===== src/rtl/mux_scan_pkg.sv =====
// mux_scan_pkg: shared types and helpers for the mux scan controller.
//   scan_state_e : scan FSM state encoding
//   cnt_width()  : counter width for a modulus n, clog2(n) floored at one bit
package mux_scan_pkg;

  typedef enum logic [2:0] {
    ST_IDLE   = 3'd0,
    ST_SETTLE = 3'd1,
    ST_SAMPLE = 3'd2,
    ST_STALL  = 3'd3,
    ST_DRAIN  = 3'd4
  } scan_state_e;

  // Width of a counter that runs 0..n-1; a one-bit floor keeps degenerate
  // parameter values (n == 1) from producing zero-width vectors.
  function automatic int cnt_width(input int n);
    int w;
    w = (n > 1) ? $clog2(n) : 1;
    return w;
  endfunction

endpackage


===== src/rtl/mux_scan_if.sv =====
// mux_scan_if: valid/ready word bus between the scan controller and its consumer.
//   word_data  : packed samples, earliest channel in bit 0 (master -> slave)
//   word_valid : word_data holds a word (master -> slave)
//   word_ready : consumer accepts the word (slave -> master)
interface mux_scan_if #(
  parameter int WORD_WIDTH = 8
);

  logic [WORD_WIDTH-1:0] word_data;
  logic                  word_valid;
  logic                  word_ready;

  modport master (
    output word_data,
    output word_valid,
    input  word_ready
  );

  modport slave (
    input  word_data,
    input  word_valid,
    output word_ready
  );

endinterface


===== src/rtl/mux_scan_packer.sv =====
// mux_scan_packer: accumulates sampled bits LSB-first and presents completed
// words on the valid/ready bus.
//   clk, rst_n : clock, asynchronous active-low reset
//   clear      : drop the partial word and any pending word
//   capture    : bit_in is a new sample this cycle
//   flush      : this capture ends the word even if not full (upper bits zero)
//   bit_in     : sample value
//   full       : the next capture fills the last bit position
//   word_if    : output word bus (master side)
module mux_scan_packer
  import mux_scan_pkg::*;
#(
  parameter int WORD_WIDTH = 8
) (
  input  logic      clk,
  input  logic      rst_n,
  input  logic      clear,
  input  logic      capture,
  input  logic      flush,
  input  logic      bit_in,
  output logic      full,
  mux_scan_if.master word_if
);

  localparam int                BCW      = cnt_width(WORD_WIDTH);
  localparam logic [BCW-1:0]    LAST_IDX = BCW'(WORD_WIDTH - 1);

  logic [WORD_WIDTH-1:0] acc_r;
  logic [WORD_WIDTH-1:0] data_r;
  logic [WORD_WIDTH-1:0] bit_word_s;
  logic [BCW-1:0]        bitcnt_r;
  logic                  valid_r;
  logic                  complete_s;

  assign full       = (bitcnt_r == LAST_IDX);
  assign complete_s = capture && (full || flush);

  // Place the incoming sample at its bit position within the word.
  always_comb begin
    bit_word_s = '0;
    if (capture) begin
      bit_word_s[bitcnt_r] = bit_in;
    end else begin
      bit_word_s = '0;
    end
  end

  // Accumulator, bit position and the output word register with its handshake.
  // The controller only completes a word when the previous one is gone or is
  // being accepted on this same edge, so a completing capture may overwrite.
  always_ff @(posedge clk or negedge rst_n) begin
    if (!rst_n) begin
      acc_r    <= '0;
      data_r   <= '0;
      bitcnt_r <= '0;
      valid_r  <= 1'b0;
    end else if (clear) begin
      acc_r    <= '0;
      bitcnt_r <= '0;
      valid_r  <= 1'b0;
    end else begin
      if (valid_r && word_if.word_ready) begin
        valid_r <= 1'b0;
      end
      if (complete_s) begin
        data_r   <= acc_r | bit_word_s;
        valid_r  <= 1'b1;
        acc_r    <= '0;
        bitcnt_r <= '0;
      end else if (capture) begin
        acc_r    <= acc_r | bit_word_s;
        bitcnt_r <= bitcnt_r + BCW'(1);
      end
    end
  end

  assign word_if.word_data  = data_r;
  assign word_if.word_valid = valid_r;

endmodule


===== src/rtl/mux_scan_ctrl.sv =====
// mux_scan_ctrl: steps a mux select across [first_ch..last_ch] (wrapping past
// the top channel), samples the mux output after a settle interval and packs
// the samples into words on a valid/ready bus.
//   clk, rst_n          : clock, asynchronous active-low reset
//   start, abort        : begin scan (idle only) / cancel scan from any state
//   continuous          : loop back to first_ch after last_ch (latched at start)
//   first_ch, last_ch   : channel range (latched at start)
//   select              : mux select drive
//   mux_out             : mux output being sampled
//   word_if             : packed word bus (master side)
//   busy, done          : scan in progress / one-cycle end-of-scan pulse
module mux_scan_ctrl
  import mux_scan_pkg::*;
#(
  parameter int SELECT_LINES = 8,
  parameter int SETTLE       = 2,
  parameter int WORD_WIDTH   = 8
) (
  input  logic                    clk,
  input  logic                    rst_n,
  input  logic                    start,
  input  logic                    abort,
  input  logic                    continuous,
  input  logic [SELECT_LINES-1:0] first_ch,
  input  logic [SELECT_LINES-1:0] last_ch,
  output logic [SELECT_LINES-1:0] select,
  input  logic                    mux_out,
  mux_scan_if.master              word_if,
  output logic                    busy,
  output logic                    done
);

  localparam int SCW = cnt_width(SETTLE);
  // SETTLE state lasts SETTLE-1 cycles and SAMPLE one more, so the exit is
  // taken when the count is about to reach SETTLE-1.
  localparam logic [SCW-1:0] SETTLE_LAST  = SCW'((SETTLE >= 2) ? (SETTLE - 2) : 0);
  localparam scan_state_e    SETTLE_ENTRY = (SETTLE > 1) ? ST_SETTLE : ST_SAMPLE;

  scan_state_e             state_r;
  logic [SELECT_LINES-1:0] sel_r;
  logic [SELECT_LINES-1:0] first_r;
  logic [SELECT_LINES-1:0] last_r;
  logic [SCW-1:0]          cnt_r;
  logic                    cont_r;
  logic                    busy_r;
  logic                    done_r;

  logic is_last_s;
  logic pk_full_s;
  logic xfer_s;
  logic stall_s;
  logic capture_s;

  assign is_last_s = (sel_r == last_r);
  assign xfer_s    = word_if.word_valid && word_if.word_ready;
  // A word-completing capture must wait while the previous word is still held.
  assign stall_s   = (state_r == ST_SAMPLE) && (pk_full_s || is_last_s) &&
                     word_if.word_valid && !word_if.word_ready;
  assign capture_s = (state_r == ST_SAMPLE) && !stall_s && !abort;

  // Scan FSM: channel stepping, settle timing, busy/done.
  always_ff @(posedge clk or negedge rst_n) begin
    if (!rst_n) begin
      state_r <= ST_IDLE;
      sel_r   <= '0;
      first_r <= '0;
      last_r  <= '0;
      cnt_r   <= '0;
      cont_r  <= 1'b0;
      busy_r  <= 1'b0;
      done_r  <= 1'b0;
    end else begin
      done_r <= 1'b0;
      if (abort) begin
        state_r <= ST_IDLE;
        busy_r  <= 1'b0;
      end else begin
        case (state_r)
          ST_IDLE: begin
            if (start) begin
              first_r <= first_ch;
              last_r  <= last_ch;
              cont_r  <= continuous;
              sel_r   <= first_ch;
              cnt_r   <= '0;
              busy_r  <= 1'b1;
              state_r <= SETTLE_ENTRY;
            end
          end
          ST_SETTLE: begin
            if (cnt_r == SETTLE_LAST) begin
              state_r <= ST_SAMPLE;
            end else begin
              cnt_r <= cnt_r + SCW'(1);
            end
          end
          ST_SAMPLE: begin
            if (stall_s) begin
              state_r <= ST_STALL;
            end else if (is_last_s) begin
              if (cont_r) begin
                sel_r   <= first_r;
                cnt_r   <= '0;
                state_r <= SETTLE_ENTRY;
              end else begin
                state_r <= ST_DRAIN;
              end
            end else begin
              sel_r   <= sel_r + SELECT_LINES'(1);
              cnt_r   <= '0;
              state_r <= SETTLE_ENTRY;
            end
          end
          ST_STALL: begin
            if (xfer_s) begin
              state_r <= ST_SAMPLE;
            end
          end
          ST_DRAIN: begin
            if (xfer_s || !word_if.word_valid) begin
              done_r  <= 1'b1;
              busy_r  <= 1'b0;
              state_r <= ST_IDLE;
            end
          end
          default: begin
            state_r <= ST_IDLE;
            busy_r  <= 1'b0;
          end
        endcase
      end
    end
  end

  mux_scan_packer #(
    .WORD_WIDTH(WORD_WIDTH)
  ) u_packer (
    .clk     (clk),
    .rst_n   (rst_n),
    .clear   (abort),
    .capture (capture_s),
    .flush   (is_last_s),
    .bit_in  (mux_out),
    .full    (pk_full_s),
    .word_if (word_if)
  );

  assign select = sel_r;
  assign busy   = busy_r;
  assign done   = done_r;

endmodule

===== src/flat_wrapper.sv =====
// flat-port wrapper written by rule: the top's interface ports become plain ports
module mux_scan_ctrl_flat import mux_scan_pkg::*;
#(
  parameter int SELECT_LINES = 8,
  parameter int SETTLE       = 2,
  parameter int WORD_WIDTH   = 8
)
  (clk, rst_n, start, abort, continuous, first_ch, last_ch, select, mux_out, busy, done, word_if_word_data, word_if_word_valid, word_if_word_ready);
  mux_scan_if #(.WORD_WIDTH(WORD_WIDTH)) word_if_i ();
  input  logic clk;
  input  logic rst_n;
  input  logic start;
  input  logic abort;
  input  logic continuous;
  input  logic [SELECT_LINES-1:0] first_ch;
  input  logic [SELECT_LINES-1:0] last_ch;
  output logic [SELECT_LINES-1:0] select;
  input  logic mux_out;
  output logic busy;
  output logic done;
  output wire logic [$bits(word_if_i.word_data)-1:0] word_if_word_data;
  output wire logic [$bits(word_if_i.word_valid)-1:0] word_if_word_valid;
  input wire logic [$bits(word_if_i.word_ready)-1:0] word_if_word_ready;
  assign word_if_word_data = word_if_i.word_data;
  assign word_if_word_valid = word_if_i.word_valid;
  assign word_if_i.word_ready = word_if_word_ready;
  mux_scan_ctrl #(.SELECT_LINES(SELECT_LINES), .SETTLE(SETTLE), .WORD_WIDTH(WORD_WIDTH)) u_core (.clk(clk), .rst_n(rst_n), .start(start), .abort(abort), .continuous(continuous), .first_ch(first_ch), .last_ch(last_ch), .select(select), .mux_out(mux_out), .word_if(word_if_i), .busy(busy), .done(done));
endmodule

===== config.mk =====
export PLATFORM = sky130hd
export DESIGN_NAME = mux_scan_ctrl_flat
export DESIGN_NICKNAME = d
export VERILOG_FILES = /design/src/rtl/mux_scan_pkg.sv /design/src/rtl/mux_scan_if.sv /design/src/rtl/mux_scan_packer.sv /design/src/rtl/mux_scan_ctrl.sv /design/src/flat_wrapper.sv
export SDC_FILE = /design/constraint.sdc
export NUM_CORES = 1
export LEC_CHECK = 0
export ABC_AREA = 1
export CORE_ASPECT_RATIO = 0.75
export CORE_UTILIZATION = 54
export DETAILED_ROUTE_END_ITERATION = 7
export PLACE_DENSITY = 0.84
export SLEW_MARGIN = 30
export SYNTH_ARGS = -nofsm -noshare
export SYNTH_HDL_FRONTEND = slang
export SYNTH_HIERARCHICAL = 1
export SYNTH_SLANG_ARGS = --single-unit

===== constraint.sdc =====
create_clock -name clk -period 2.7 [get_ports clk]
set_input_delay 0.27 -clock clk [delete_from_list [all_inputs] [get_ports clk]]
set_output_delay 0.27 -clock clk [all_outputs]
set_load 0.01 [all_outputs]

Yosys cells after proc, flatten, opt, wreduce, memory -nomap -nowiden
Index checks and enable logic that the tools add are counted.

Flip-flop bits (word level): 51. Bits in latches: 0. Bits in writable memories: 0. Bits in read-only memories: 0. Input port bits: 23. Logic and storage cells: 99. Memories kept: 0.

Add/sub/neg operators: 3. $mul: 0. Divide/modulo/power cells: 0. $lt $le $gt $ge: 2. Equal/unequal tests: 14. Shift operators: 0. Multiplexer cells: 39. Bitwise operators: 3. Reductions and logical operators: 26.

Operators by type and width (number): 8-bit 2-to-1 mux (8); 3-bit 2-to-1 mux (11); 8-bit case mux with 2 select lines (1); 1-bit 2-to-1 mux (15); 3-bit case mux with 5 select lines (1); 5-bit AND reduction (2); 3-bit by 2-bit != test with 1-bit output, second input constant (3); 3-bit nonzero test (3); 8-bit by 1-bit adder with 8-bit output, second input constant (1); 8-bit bitwise AND (1); 8-bit == test (1); 1-bit logical AND (8); 8-bit OR (1); 3-bit by 2-bit == test with 1-bit output, second input constant (2); 3-bit == test, second input constant (2); 3-bit != test, second input constant (2); 1-bit case mux with 3 select lines (2); 3-bit AND reduction (2); 1-bit logical NOT (4); 3-bit by 4-bit less-than comparator with 1-bit output, second input constant (1); 2-bit != test, second input constant (2); 4-bit AND reduction (1); 3-bit by 1-bit adder with 3-bit output, second input constant (1); 1-bit demux with 3-bit select (1); 10 further kinds (11).

Longest topological paths before layout
Depth after elaboration: 13. Depth in mapped cells: 16. Gate-level depth less buffers: 16.

By module
The synthesis kept the hierarchy.

By module, submodules not included: mux_scan_ctrl (instances 1, cells each 208, area each 1752.9 um2, sequential area each 750.7 um2); mux_scan_packer (instances 1, cells each 131, area each 975.9 um2, sequential area each 500.5 um2).

Worst setup path after synthesis
No wires, ideal clock.

Path type: register to register. From: reg u_core.sel_r[2], in the netlist u_core/select[2]. To: reg u_core.u_packer.data_r[0], in the netlist u_core/u_packer/word_if.word_data[0]. Arrival time: 1840 ps. Required time: 2584 ps. Setup slack: 743 ps. Stages on the path, launching flop included: 15. Buffers on the path: 1. Clock period less this slack: 1957 ps. Path through: dfrtp_1 -> buf_6 -> xnor2_2 -> nand2_1 -> nor2_4 -> nand2_4 -> nand2_1 -> nand2_2 -> nand2_1 -> nor2_1 -> nand2_1 -> nor2_4 -> inv_4 -> nand2_1 -> nand2_1.

Word-level cells in the longest chain between the ends: 10. Elaborated cells between the ends (all ways): 12. Those cells by class: eq/ne: 1; mux: 1; bitwise: 1; reduce/logical: 9.

Ends and longest elaborated chain: start: declaration (RTL line mux_scan_ctrl.sv:40) `logic [SELECT_LINES-1:0] sel_r;`; start signal: assignment (RTL line mux_scan_ctrl.sv:84) `sel_r <= first_ch;`; start signal: assignment (RTL line mux_scan_ctrl.sv:102) `sel_r <= first_r;`; start signal: assignment (RTL line mux_scan_ctrl.sv:109) `sel_r <= sel_r + SELECT_LINES'(1);`; 8-bit == test * (RTL line mux_scan_ctrl.sv:54) `assign is_last_s = (sel_r == last_r);`; 1-bit logical OR * (RTL line mux_scan_ctrl.sv:57) `assign stall_s = (state_r == ST_SAMPLE) && (pk_full_s || is_last_s) &&`; 1-bit logical AND * (2 in series) (RTL line mux_scan_ctrl.sv:57); 1-bit logical AND * (RTL line mux_scan_ctrl.sv:58) `word_if.word_valid && !word_if.word_ready;`; 1-bit logical NOT * (RTL line mux_scan_ctrl.sv:59) `assign capture_s = (state_r == ST_SAMPLE) && !stall_s && !abort;`; 1-bit logical AND * (2 in series) (RTL line mux_scan_ctrl.sv:59); via u_core.capture_s (RTL line mux_scan_ctrl.sv:52) `logic capture_s;`; 8-bit 2-to-1 mux / 1-bit logical AND (equally long branches) (RTL line mux_scan_packer.sv:41, mux_scan_packer.sv:36); 8-bit OR / 2-bit AND reduction (equally long branches); end signal: assignment (RTL line mux_scan_packer.sv:66) `data_r <= acc_r | bit_word_s;`; end: declaration (RTL line mux_scan_packer.sv:29) `logic [WORD_WIDTH-1:0] data_r;`.

The timed path passes the listed nets; every way through them passes the cells marked *. A chain may end at the register's enable or synchronous reset.

Final worst setup path
From: reg u_core.sel_r[5], in the netlist u_core/select[5]. To: reg u_core.u_packer.data_r[1], in the netlist u_core/u_packer/word_if.word_data[1].

The elaborated chain is that of the path after synthesis.

==> summary.md <==
| Metric | Value |
|---|---|
| Hold Vio Cnt, Final | `0` |
| Final Power | `0.00186 W` |
| Placed wire-length estimate | `about 4300 um` |
| Row count | `22` |
| Io pins | `42` |
| Number of vias per cell | `5.19` |
| Crit path max-delay cell type | `dfrtp_1` |
| Multiplexer share of the synthesized area | `5.78%` |
| Area after DPL | `3190 um^2` |
| Total GRT Usage | `a little under a quarter` |
| N_diodes | `0` |
| Seq cells post-synth | `50` |
| CTS clock-pin slew for the worst setup and hold paths | `~0.09 ns` |
| GPL Wtd Cong | `0.860` |
| Via count | `2321` |
| WL/cell | `13.1 um` |
| Initial antenna violation count | `0` |
| Crit Path Max Fanout | `12` |
| Worst-skew pair later-pin latency | `slightly above 0.3 ns` |
| Critical-path cell list | `inv_1, nand2_1, nand2_1, nand2_2, nor2_8, nand2_4, nand2_1, nand2_2, nand2_1, nor2_1, nand2_1, nor2_4, inv_4, nand2_1, nand2_1` |
| Synth cell types | `29` |
| DRT iter0 DRCs | `168` |
| Busiest grt layer | `met2` |
| Mapped Cells | `339` |
| Post-synthesis simple-gate area fraction | `34.3%` |
| Gates resized, CTS repair | `0` |
| Top post-synthesis cells by area | `dfrtp_1, nand2_1, mux2_2` |
| TritonCTS buffer count | `5` |
| Number of global-route vias before repair | `2203` |
| Fin. max-slew vios | `0` |
| Adder-Cell Fraction of Synth Area | `1.38%` |
| Clock Sinks | `50` |
| H-tree lvl count | `2` |
| Top cell type's share of synthesized area | `45.9%` |
| R2r endpoint | `u_core/u_packer/word_if.word_data[1]$_DFFE_PN0P_` |
| Setup CP Type | `flip-flop to flip-flop` |
| Required @ worst endpoint | `2.91 ns` |
| Full die area | `5340 um^2` |
| Pleak | `roughly 1.7 nW` |
| Setup violators final | `0` |
| Hold WC Path Type | `input pin to async pin` |
| DRT Pass-1 Iters | `6` |
| Area growth syn-to-layout | `21.4%` |
| FF-to-FF setup slack | `0.34 ns` |
| Power per Cell Area | `~560 nW/um^2` |
| Die W | `84.1 um` |
| Final period util | `87.5%` |
| Max Fclk | `0.423 GHz` |
| Hold slack final | `0.403 ns` |
| Largest net degree at the start of global routing | `36` |
| Core Region | `between 4000 and 5000 um^2` |
| Sequential area share after synthesis | `45.9%` |
| Nets | `412` |
| Worst Skew | `0.00813 ns` |
| Root buffer selected by CTS | `clkbuf_8` |
| RSZ-0062 raised after global routing | `false` |
| Register-to-Register Path Depth | `15` |
| Cell area after synthesis | `2730 um^2` |
| Drt total wl | `about 6000 um` |
| Worst setup SP type | `flip-flop` |
| Max_cap viols | `0` |
| Syn_area_per_cell | `about 8.0 um^2` |
| Met1 Use GR | `33.1%` |
| PortBufs | `between 40 and 50` |
| Synth Area in Compound Gates | `2.15%` |
| First-pass GRT wire length | `between 10000 and 15000 um` |
| Xor and xnor area share after synthesis | `3.48%` |
| Detail Route Antenna Nets | `0` |
| YS warnings | `6` |
| Yosys top cell by area | `dfrtp_1` |
| Status | `complete, but fails checks` |
| Largest family of logic cells by synthesized area | `simple AND/OR/NAND/NOR gates` |
| Slowest stage delay, CP | `0.49 ns` |
| Remaining global-route overflow | `0` |
| Largest delay share family, worst path | `simple AND/OR/NAND/NOR gates` |
| Final instance area | `3310 um^2` |
| Reg2reg start | `u_core/select[5]$_DFFE_PN0P_` |
| Min Tclk post-route | `2.36 ns` |
| Syn Nets | `365` |
| Max clock buf depth | `2` |
| Met2 usage | `37.8%` |
| Met3 GRT Util | `5.24%` |
| Die H | `63.6 um` |
| Peak supply drop | `between 300 and 400 uV` |
| Worst slew pin tran | `0.434 ns` |
| Most used cell, CP | `nand2_1` |
| Setup TNS | `0 ns` |
| WP buf/inv | `2` |
| Proportion of layout cells with a drive suffix above 1 | `12.7%` |
| Crit end category | `flip-flop` |
| Slew headroom | `between 70% and 80%` |
| Failing checks | `design-rule violations` |
| CTS tree | `yes` |
| Worst EP arrival | `approximately 2.6 ns` |
| # fillers | `a little over 400` |
| # DRC | `4` |
| Starting Density | `56.0%` |
timing repair:
item / 4_1_cts / 5_1_grt
endpoints found under the hold margin: 15 / 0
setup endpoints to repair: 0 / 0
buffers inserted: 0 / 0
hold buffers: 1 / 0
cells in the final DEF (no fill, tap or decap), types with 5 or more instances in the layout:
cell type          n
xnor2_1            7
nand3b_1           8
nand2_1          139
clkbuf_8           5
nand2_2            5
nor2_1            20
clkdlybuf4s50_1   40
a21oi_1            5
nand3_1           15
dfrtp_1           50
inv_1             38
mux2_2            14
stage by stage:
step / util, % / cells / setup slack [ns]
floorplan: - / 339 / 0.743
global placement: 65.6 / 438 / 0.510
detailed placement: 65.6 / 438 / 0.394
CTS: 68.0 / 447 / 0.356
global route: 68.0 / 447 / 0.109
finish: 68.0 / 447 / 0.337
power by group:
| group | total (W) | leakage [nW] | internal, W | switching (W) |
|---|---|---|---|---|
| clock | 0.000519 | 0.0579 | 0.000273 | 0.000246 |
| combinational | 0.000422 | 1.05 | 0.000212 | 0.000210 |
| sequential | 0.000921 | 0.644 | 0.000830 | 0.0000908 |
flip-flops by register name, summed over array words and instances, names as in the netlist:
| name | cells |
|---|---|
| u_core/cont_r | 1 |
| u_core/last_r | 8 |
| u_core/first_r | 8 |
| u_core/u_packer/bitcnt_r | 3 |
| u_core/u_packer/word_if.word_data | 8 |
| u_core/state_r | 3 |
| u_core/u_packer/acc_r | 8 |
| u_core/select | 8 |
| u_core/done | 1 |
| u_core/busy | 1 |
| u_core/u_packer/word_if.word_valid | 1 |
synth_stat cells, drive strengths merged:
cell type  instances
a21oi              5
buf                5
nor2              29
dfrtp             50
nand4              3
mux2              14
nand2            145
o311ai             1
xnor2              8
xor2               2
o21ai              5
nand3             17
inv               41
ha                 3
nor3               3
nand3b             8
worst register-to-register path, cell delays in order, from the launching register on:
cell	delay (ns)
dfrtp_1	0.49
inv_1	0.11
nand2_1	0.08
nand2_1	0.06
nand2_2	0.12
nor2_8	0.08
nand2_4	0.14
nand2_1	0.08
nand2_2	0.11
nand2_1	0.06
nor2_1	0.29
nand2_1	0.16
nor2_4	0.25
inv_4	0.11
nand2_1	0.08
nand2_1	0.05
layout make-up:
class,count,area (um^2),area share [%]
clock buffers,5,68.8,2.08
clock inverters,3,40.0,1.21
inverters,41,156,4.72
multi-input cells,243,1280,38.7
flip-flops and latches,50,1250,37.8
well taps,60,75.1,2.27
repair buffers,45,438,13.2
metal layers:
metal | wire length, um | vias to the layer above
met5 | 0 | -
met4 | 48 | 0
met3 | 284 | 6
met2 | 2640 | 53
met1 | 2890 | 1119
li1 | - | 1143
cells by family (layout without fill, tap and decap cells):
family | Yosys count | in the layout
compound gates | 11 | 11
xor+xnor | 10 | 10
fa+ha+maj | 3 | 3
buf+inv | 46 | 94
flops | 50 | 50
mux | 14 | 14
simple gates | 205 | 205
worst max path at each step:
stage               slack, ns                    startpoint                                                to  cells past startpoint
floorplan                0.74  u_core/select[2]$_DFFE_PN0P_  u_core/u_packer/word_if.word_data[0]$_DFFE_PN0P_                     14
global placement         0.51  u_core/select[5]$_DFFE_PN0P_  u_core/u_packer/word_if.word_data[2]$_DFFE_PN0P_                     15
detailed placement       0.39  u_core/select[5]$_DFFE_PN0P_  u_core/u_packer/word_if.word_data[1]$_DFFE_PN0P_                     15
CTS                      0.36  u_core/select[5]$_DFFE_PN0P_  u_core/u_packer/word_if.word_data[1]$_DFFE_PN0P_                     15
global route             0.11  u_core/select[5]$_DFFE_PN0P_  u_core/u_packer/word_if.word_data[3]$_DFFE_PN0P_                     15
finish                   0.34  u_core/select[5]$_DFFE_PN0P_  u_core/u_packer/word_if.word_data[1]$_DFFE_PN0P_                     15
No activity file was read; power rests on OpenSTA's default activity.
